`src/rtl/uart_arb_pkg.sv`:
```
// Shared definitions for the UART transmit arbiter: FSM state encoding and a width helper.
// Latency: n/a (package only).
// Backpressure: n/a (package only).
package uart_arb_pkg;

  localparam logic ST_IDLE = 1'b0;
  localparam logic ST_WAIT = 1'b1;

  typedef enum logic {
    IDLE = ST_IDLE,
    WAIT = ST_WAIT
  } state_t;

  // Index width for n items, never below one bit so a 1-bit grant id still exists.
  function automatic int clog2_min1(input int n);
    int w;
    w = 1;
    while ((1 << w) < n) w++;
    return w;
  endfunction

endpackage

```
`src/rtl/uart_rr_pick.sv`:
```
// Combinational round-robin picker with packet lock: scans upward from ptr with wrap,
// or offers only lock_id while locked. Latency: 0 cycles (pure combinational).
// Backpressure: none of its own; the caller decides when a pick is consumed.
// Ports: req (request vector), ptr (highest-priority index), lock / lock_id (restrict to owner),
//        gnt (one-hot winner), gnt_id (winner index), any_gnt (a winner exists).
module uart_rr_pick
  import uart_arb_pkg::*;
#(
  parameter int NUM_REQ = 4,
  parameter int ID_W    = clog2_min1(NUM_REQ)
) (
  input  logic [NUM_REQ-1:0] req,
  input  logic [ID_W-1:0]    ptr,
  input  logic               lock,
  input  logic [ID_W-1:0]    lock_id,
  output logic [NUM_REQ-1:0] gnt,
  output logic [ID_W-1:0]    gnt_id,
  output logic               any_gnt
);

  always_comb begin
    gnt     = '0;
    gnt_id  = '0;
    any_gnt = 1'b0;
    if (lock) begin
      // Mid-packet: the owner is the only candidate, even if it has gone idle.
      for (int i = 0; i < NUM_REQ; i++) begin
        if (ID_W'(i) == lock_id && req[i]) begin
          gnt[i]  = 1'b1;
          gnt_id  = lock_id;
          any_gnt = 1'b1;
        end
      end
    end else begin
      // Step k visits index (ptr + k) mod NUM_REQ; the first valid one wins.
      for (int k = 0; k < NUM_REQ; k++) begin
        for (int i = 0; i < NUM_REQ; i++) begin
          if (!any_gnt && i == ((int'(ptr) + k) % NUM_REQ) && req[i]) begin
            gnt[i]  = 1'b1;
            gnt_id  = ID_W'(i);
            any_gnt = 1'b1;
          end
        end
      end
    end
  end

endmodule

```
`src/rtl/uart_tx_arbiter.sv`:
```
// Shares one uart_tx among NUM_REQ byte streams, round-robin, never interleaving a packet.
// Latency: accept in cycle T, uart_tx_start pulse in T+1; next accept the cycle after done.
// Backpressure: req_ready only in IDLE; held low for the whole transmitter WAIT.
// Ports: req_valid/req_data/req_last/req_ready (requester side), uart_tx_start/uart_tx_data/
//        uart_tx_done (transmitter side), grant_id (last accepted requester), busy (in WAIT),
//        timeout_err (one-cycle pulse when the watchdog abandons a stuck byte).
module uart_tx_arbiter
  import uart_arb_pkg::*;
#(
  parameter int NUM_REQ        = 4,
  parameter int ID_W           = clog2_min1(NUM_REQ),
  parameter int TIMEOUT_CYCLES = 8192,
  parameter int TMO_W          = 16
) (
  input  logic                 clk,
  input  logic                 rst_n,
  input  logic [NUM_REQ-1:0]   req_valid,
  input  logic [NUM_REQ*8-1:0] req_data,
  input  logic [NUM_REQ-1:0]   req_last,
  output logic [NUM_REQ-1:0]   req_ready,
  output logic                 uart_tx_start,
  output logic [7:0]           uart_tx_data,
  input  logic                 uart_tx_done,
  output logic [ID_W-1:0]      grant_id,
  output logic                 busy,
  output logic                 timeout_err
);

  state_t             state;
  logic               lock;
  logic               last_r;
  logic [ID_W-1:0]    ptr;
  logic [TMO_W-1:0]   wdog;

  logic [NUM_REQ-1:0] win_gnt;
  logic [ID_W-1:0]    win_id;
  logic               win_any;
  logic [7:0]         win_byte;
  logic               win_last;
  logic [ID_W-1:0]    ptr_next;
  logic               accept;

  uart_rr_pick #(
    .NUM_REQ (NUM_REQ),
    .ID_W    (ID_W)
  ) u_pick (
    .req     (req_valid),
    .ptr     (ptr),
    .lock    (lock),
    .lock_id (grant_id),
    .gnt     (win_gnt),
    .gnt_id  (win_id),
    .any_gnt (win_any)
  );

  assign req_ready = (state == IDLE) ? win_gnt : '0;
  assign accept    = (state == IDLE) && win_any;
  assign busy      = (state == WAIT);

  // Byte and last flag of the current winner.
  always_comb begin
    win_byte = 8'h00;
    win_last = 1'b0;
    for (int i = 0; i < NUM_REQ; i++) begin
      if (ID_W'(i) == win_id) begin
        win_byte = req_data[8*i +: 8];
        win_last = req_last[i];
      end
    end
  end

  // Priority moves to the requester just after the one that finished.
  assign ptr_next = (grant_id == ID_W'(NUM_REQ - 1)) ? '0 : grant_id + 1'b1;

  always_ff @(posedge clk or negedge rst_n) begin
    if (!rst_n) begin
      state         <= IDLE;
      uart_tx_start <= 1'b0;
      uart_tx_data  <= 8'h00;
      grant_id      <= '0;
      timeout_err   <= 1'b0;
      lock          <= 1'b0;
      last_r        <= 1'b0;
      ptr           <= '0;
      wdog          <= '0;
    end else begin
      uart_tx_start <= 1'b0;
      timeout_err   <= 1'b0;
      case (state)
        IDLE: begin
          // A done pulse arriving here is stale and deliberately ignored.
          if (accept) begin
            uart_tx_data  <= win_byte;
            grant_id      <= win_id;
            last_r        <= win_last;
            lock          <= ~win_last;
            uart_tx_start <= 1'b1;
            wdog          <= '0;
            state         <= WAIT;
          end
        end
        WAIT: begin
          // Done has priority over a watchdog expiry in the same cycle.
          if (uart_tx_done) begin
            state <= IDLE;
            wdog  <= '0;
            if (last_r) begin
              lock <= 1'b0;
              ptr  <= ptr_next;
            end
          end else if (wdog == TMO_W'(TIMEOUT_CYCLES - 1)) begin
            // Abandon the whole packet so one dead transfer cannot starve everyone.
            timeout_err <= 1'b1;
            lock        <= 1'b0;
            ptr         <= ptr_next;
            wdog        <= '0;
            state       <= IDLE;
          end else begin
            wdog <= wdog + 1'b1;
          end
        end
        default: state <= IDLE;
      endcase
    end
  end

endmodule

```
`config.mk`:
```
export PLATFORM = sky130hd
export DESIGN_NAME = uart_tx_arbiter
export DESIGN_NICKNAME = d
export VERILOG_FILES = /design/src/rtl/uart_arb_pkg.sv /design/src/rtl/uart_rr_pick.sv /design/src/rtl/uart_tx_arbiter.sv
export SDC_FILE = /design/constraint.sdc
export NUM_CORES = 1
export LEC_CHECK = 0
export ABC_AREA = 1
export CAP_MARGIN = 25
export CORE_MARGIN = 2
export CORE_UTILIZATION = 40
export CTS_CLUSTER_SIZE = 12
export DETAILED_ROUTE_END_ITERATION = 10
export GPL_ROUTABILITY_DRIVEN = 0
export HOLD_SLACK_MARGIN = 0.06
export PLACE_DENSITY = 0.67
export SLEW_MARGIN = 20
export SYNTH_ARGS = -nofsm -noshare
export SYNTH_HDL_FRONTEND = slang
export SYNTH_HIERARCHICAL = 1
export SYNTH_SLANG_ARGS = --single-unit
```
`constraint.sdc`:
```
create_clock -name clk -period 4.55 [get_ports clk]
set_input_delay 0.91 -clock clk [delete_from_list [all_inputs] [get_ports clk]]
set_output_delay 0.91 -clock clk [all_outputs]
set_load 0.01 [all_outputs]
```
==> metrics.md <==
| Metric | Value |
|---|---|
| Syn_area_per_cell | `6.605 um^2` |
| Vias in the first global route | `2,230` |
| PD cells | `554.7 nW/um^2` |
| Clock Pin Slew Worst Setup and Hold Paths | `0.07 ns` |
| Switch Pwr | `837.1 uW` |
| Met2 Resource Use GR | `30.49%` |
| Busiest grt layer | `met2` |
| Crit path DAT | `3.37 ns` |
| GR Util All Layers | `19.42%` |
| Top cell type's share of synthesized area | `34.16%` |
| Status | `completed` |
| Seq pwr share | `25.9%` |
| Ant diodes | `0` |
| Final net count | `476` |
| Initial Utilization | `41.07%` |
| Worst Hold Class | `reg -> reg` |
| Slowest cell on the critical path | `clkdlybuf4s50_1` |
| Total negative setup slack | `0 ns` |
| Final slew viol count | `0` |
| HP Start | `uart_tx_data[2]` |
| P_leak | `0.001522 uW` |
| R2R cell count | `18` |
| Final setup viols | `0` |
| Worst R2R Start | `ptr[0]` |
| Main flop type after synthesis | `dfrtp_1` |
| Max H-tree Level | `2` |
| Final WL | `5870 um` |
| Clk_lat worst skew | `0.30 ns` |
| Post-CTS setup buffers | `0` |
| FF+latch count, synth | `33` |
| Resized cells post-CTS | `0` |
| Unrepaired setup endpoints after global routing | `false` |
| GRT overflow | `0` |
| Cell Chain, Critical Path | `clkdlybuf4s50_1, nand3_1, nand2_2, nor2_4, nand4_4, nor2_4, nand4_4, nor3_4, nand4_1, nand2_1, nand2_1, nand2_1, inv_1, nor2_1, clkdlybuf4s50_1` |
| First-pass GRT wire length | `10,070 um` |
| Core region area | `5886 um^2` |
| FF-to-FF End | `lock` |
| Clock buffer count from CTS | `5` |
| DR vias/cell | `4.775` |
| Initial antenna violation count | `0` |
| Total vias in the final route | `2,421` |
| Fin. Hold Viols | `0` |
| Max Cap Violations | `0` |
| Rows | `28` |
| Switching share of power | `46.98%` |
| Sequential share of the synthesized area | `34.16%` |
| Layout filler cell count | `573` |
| Clk buf depth | `2` |
| Crit share post-route | `93.98%` |
| Worst Path Max Fanout | `4` |
| Crit path largest cell delay | `0.54 ns` |
| Clock share of power | `16.0%` |
| Critical Path Source Type | `primary input` |
| Worst Hold Depth | `2` |
| CP most frequent cell | `nand2_1` |
| CTS root buf | `clkbuf_8` |
| Drt pass-1 iters | `4` |
| Synth Instances | `366` |
| Async set-reset flop share out of synthesis | `100.0%` |
| Commonest cells after routing, fill and taps aside | `nand2_1 (129), clkdlybuf4s50_1 (59), nor2_1 (46)` |
| FF-to-FF setup slack | `1.60 ns` |
| IO buf count | `59` |
| Pin count of the biggest net entering global routing | `34` |
| Slew Limit Headroom | `61.00%` |
| Met1 Use GR | `26.23%` |
| Critical path required time | `3.64 ns` |
| Initial DRC Count | `118` |
| Synthesized area | `2417 um^2` |
| Final Critical Period | `4.276 ns` |
| Synth area leader | `dfrtp_1` |
| Critical Path Sink Type | `output pin` |
| Dominant cells by area after synthesis | `dfrtp_1 (34%), nand2_1 (20%), nor2_1 (7.1%)` |
| Post-synth cell types | `33` |
| Most common library cell in the layout ignoring fill and taps | `nand2_1` |
| Chip Width | `81.74 um` |
| Clk sinks | `33` |
| Type of the worst setup path | `in -> out` |
| GR Util met3 | `4.176%` |
| DP Worst Slack | `0.2597 ns` |
| Pint | `944.6 uW` |
| DRC | `0` |
| Measured slew at the worst slew-check pin | `0.5828 ns` |
| Number of synthesized flops with an enable pin | `0` |
| CTS tree | `built` |
| PnR worst setup slack | `0.2738 ns` |
| IR drop worst, VDD | `0.0004007 V` |
| Fmax | `233.9 MHz` |
| Mapped Nets | `411` |
| Comb pwr share | `58.1%` |
| Sequential standard cell area | `825.8 um^2` |
| Clock Skew | `0.008834 ns` |
| Die footprint | `6681 um^2` |
| Hold EP | `uart_tx_data[2]` |
| Post-CTS Hold Buffers | `0` |
| I/O pin cnt | `60` |
| WL per Instance | `11.58 um` |
| Layout cells sized above 1 | `11.57%` |
| Ys Warns | `6` |
| Detailed Place HPWL | `4631 um` |
| Area growth from synthesis to final layout | `32.87%` |
| ANT nets after route | `0` |
| Die height | `81.74 um` |
| Multi-input logic area | `1365 um^2` |
## metrics by stage
step	hold WS (ns)	instances	instance area, um^2	util (%)	total power, uW
2_1_floorplan	0.4752	366	2417	-	1170
3_3_place_gp	0.4665	499	3097	52.61	1498
3_5_place_dp	0.4716	499	3097	52.61	1516
4_1_cts	0.4968	507	3212	54.57	1807
5_1_grt	0.5224	507	3212	54.57	1960
6_report	0.4896	507	3212	54.57	1782
## worst max path at each step
| stage | cells after the start | from | slack [ns] | to |
|---|---|---|---|---|
| 2_1_floorplan | 13 | req_valid[3] | 1.43 | req_ready[3] |
| 3_3_place_gp | 15 | req_valid[3] | 0.38 | req_ready[3] |
| 3_5_place_dp | 15 | req_valid[3] | 0.26 | req_ready[3] |
| 4_1_cts | 15 | req_valid[3] | 0.26 | req_ready[3] |
| 5_1_grt | 15 | req_valid[3] | 0.04 | req_ready[1] |
| 6_report | 15 | req_valid[3] | 0.27 | req_ready[3] |
## routing by layer
layer	up-vias	part of all wire, %
li1	1275	-
met5	-	0
met4	0	1.6
met2	51	47
met3	8	5.1
met1	1087	46
## cells by family after synthesis
kind of cell / synth area share (%)
XOR/XNOR: 2.174
buffers and inverters: 9.369
AND/OR/NAND/NOR: 47.36
flip-flops: 34.16
adder cells (fa/ha/maj): 1.035
AO/OA/AOI/OAI: 5.901
## worst max-delay path, delay by kind of cell
| kind | cells | cell delay [ns] |
|---|---|---|
| buffers and inverters | 3 | 1.04 |
| and+or+nand+nor | 12 | 1.41 |
## power by group through the flow
stage          Sequential [uW]  Clock [uW]  Combinational, uW
2_1_floorplan              457           0                713
3_3_place_gp               465           0               1030
4_1_cts                    462         293               1050
5_1_grt                    474         305               1180
6_report                   461         286               1030
3_5_place_dp               465           0               1050
## final cells by class
cell class | count | area share [%]
multi-input cells | 277 | 42.50
flip-flops and latches | 33 | 25.71
repair buffers | 61 | 18.85
inverters | 53 | 6.428
well taps | 75 | 2.922
clock buffers | 5 | 2.143
clock inverters | 3 | 1.441
## synth_stat cells, types with 2 or more instances
library cell	number
nand2_1	129
nor2_1	46
inv_1	41
dfrtp_1	33
nand3_1	19
inv_2	10
nand4_1	10
o21ai_1	10
a21oi_1	8
nand2_2	8
nor3_1	7
nor2_2	6
nor2_4	6
o21ai_0	4
nand3_2	3
xnor2_1	3
xor2_1	3
ha_1	2
nand2_4	2
nand4_4	2
nor3b_1	2
## sequential cells by signal, indices dropped and copies added (netlist names)
name / count
busy: 1
grant_id: 2
last_r: 1
lock: 1
ptr: 2
timeout_err: 1
uart_tx_data: 8
uart_tx_start: 1
wdog: 16
(Power assumes the default switching activity.)
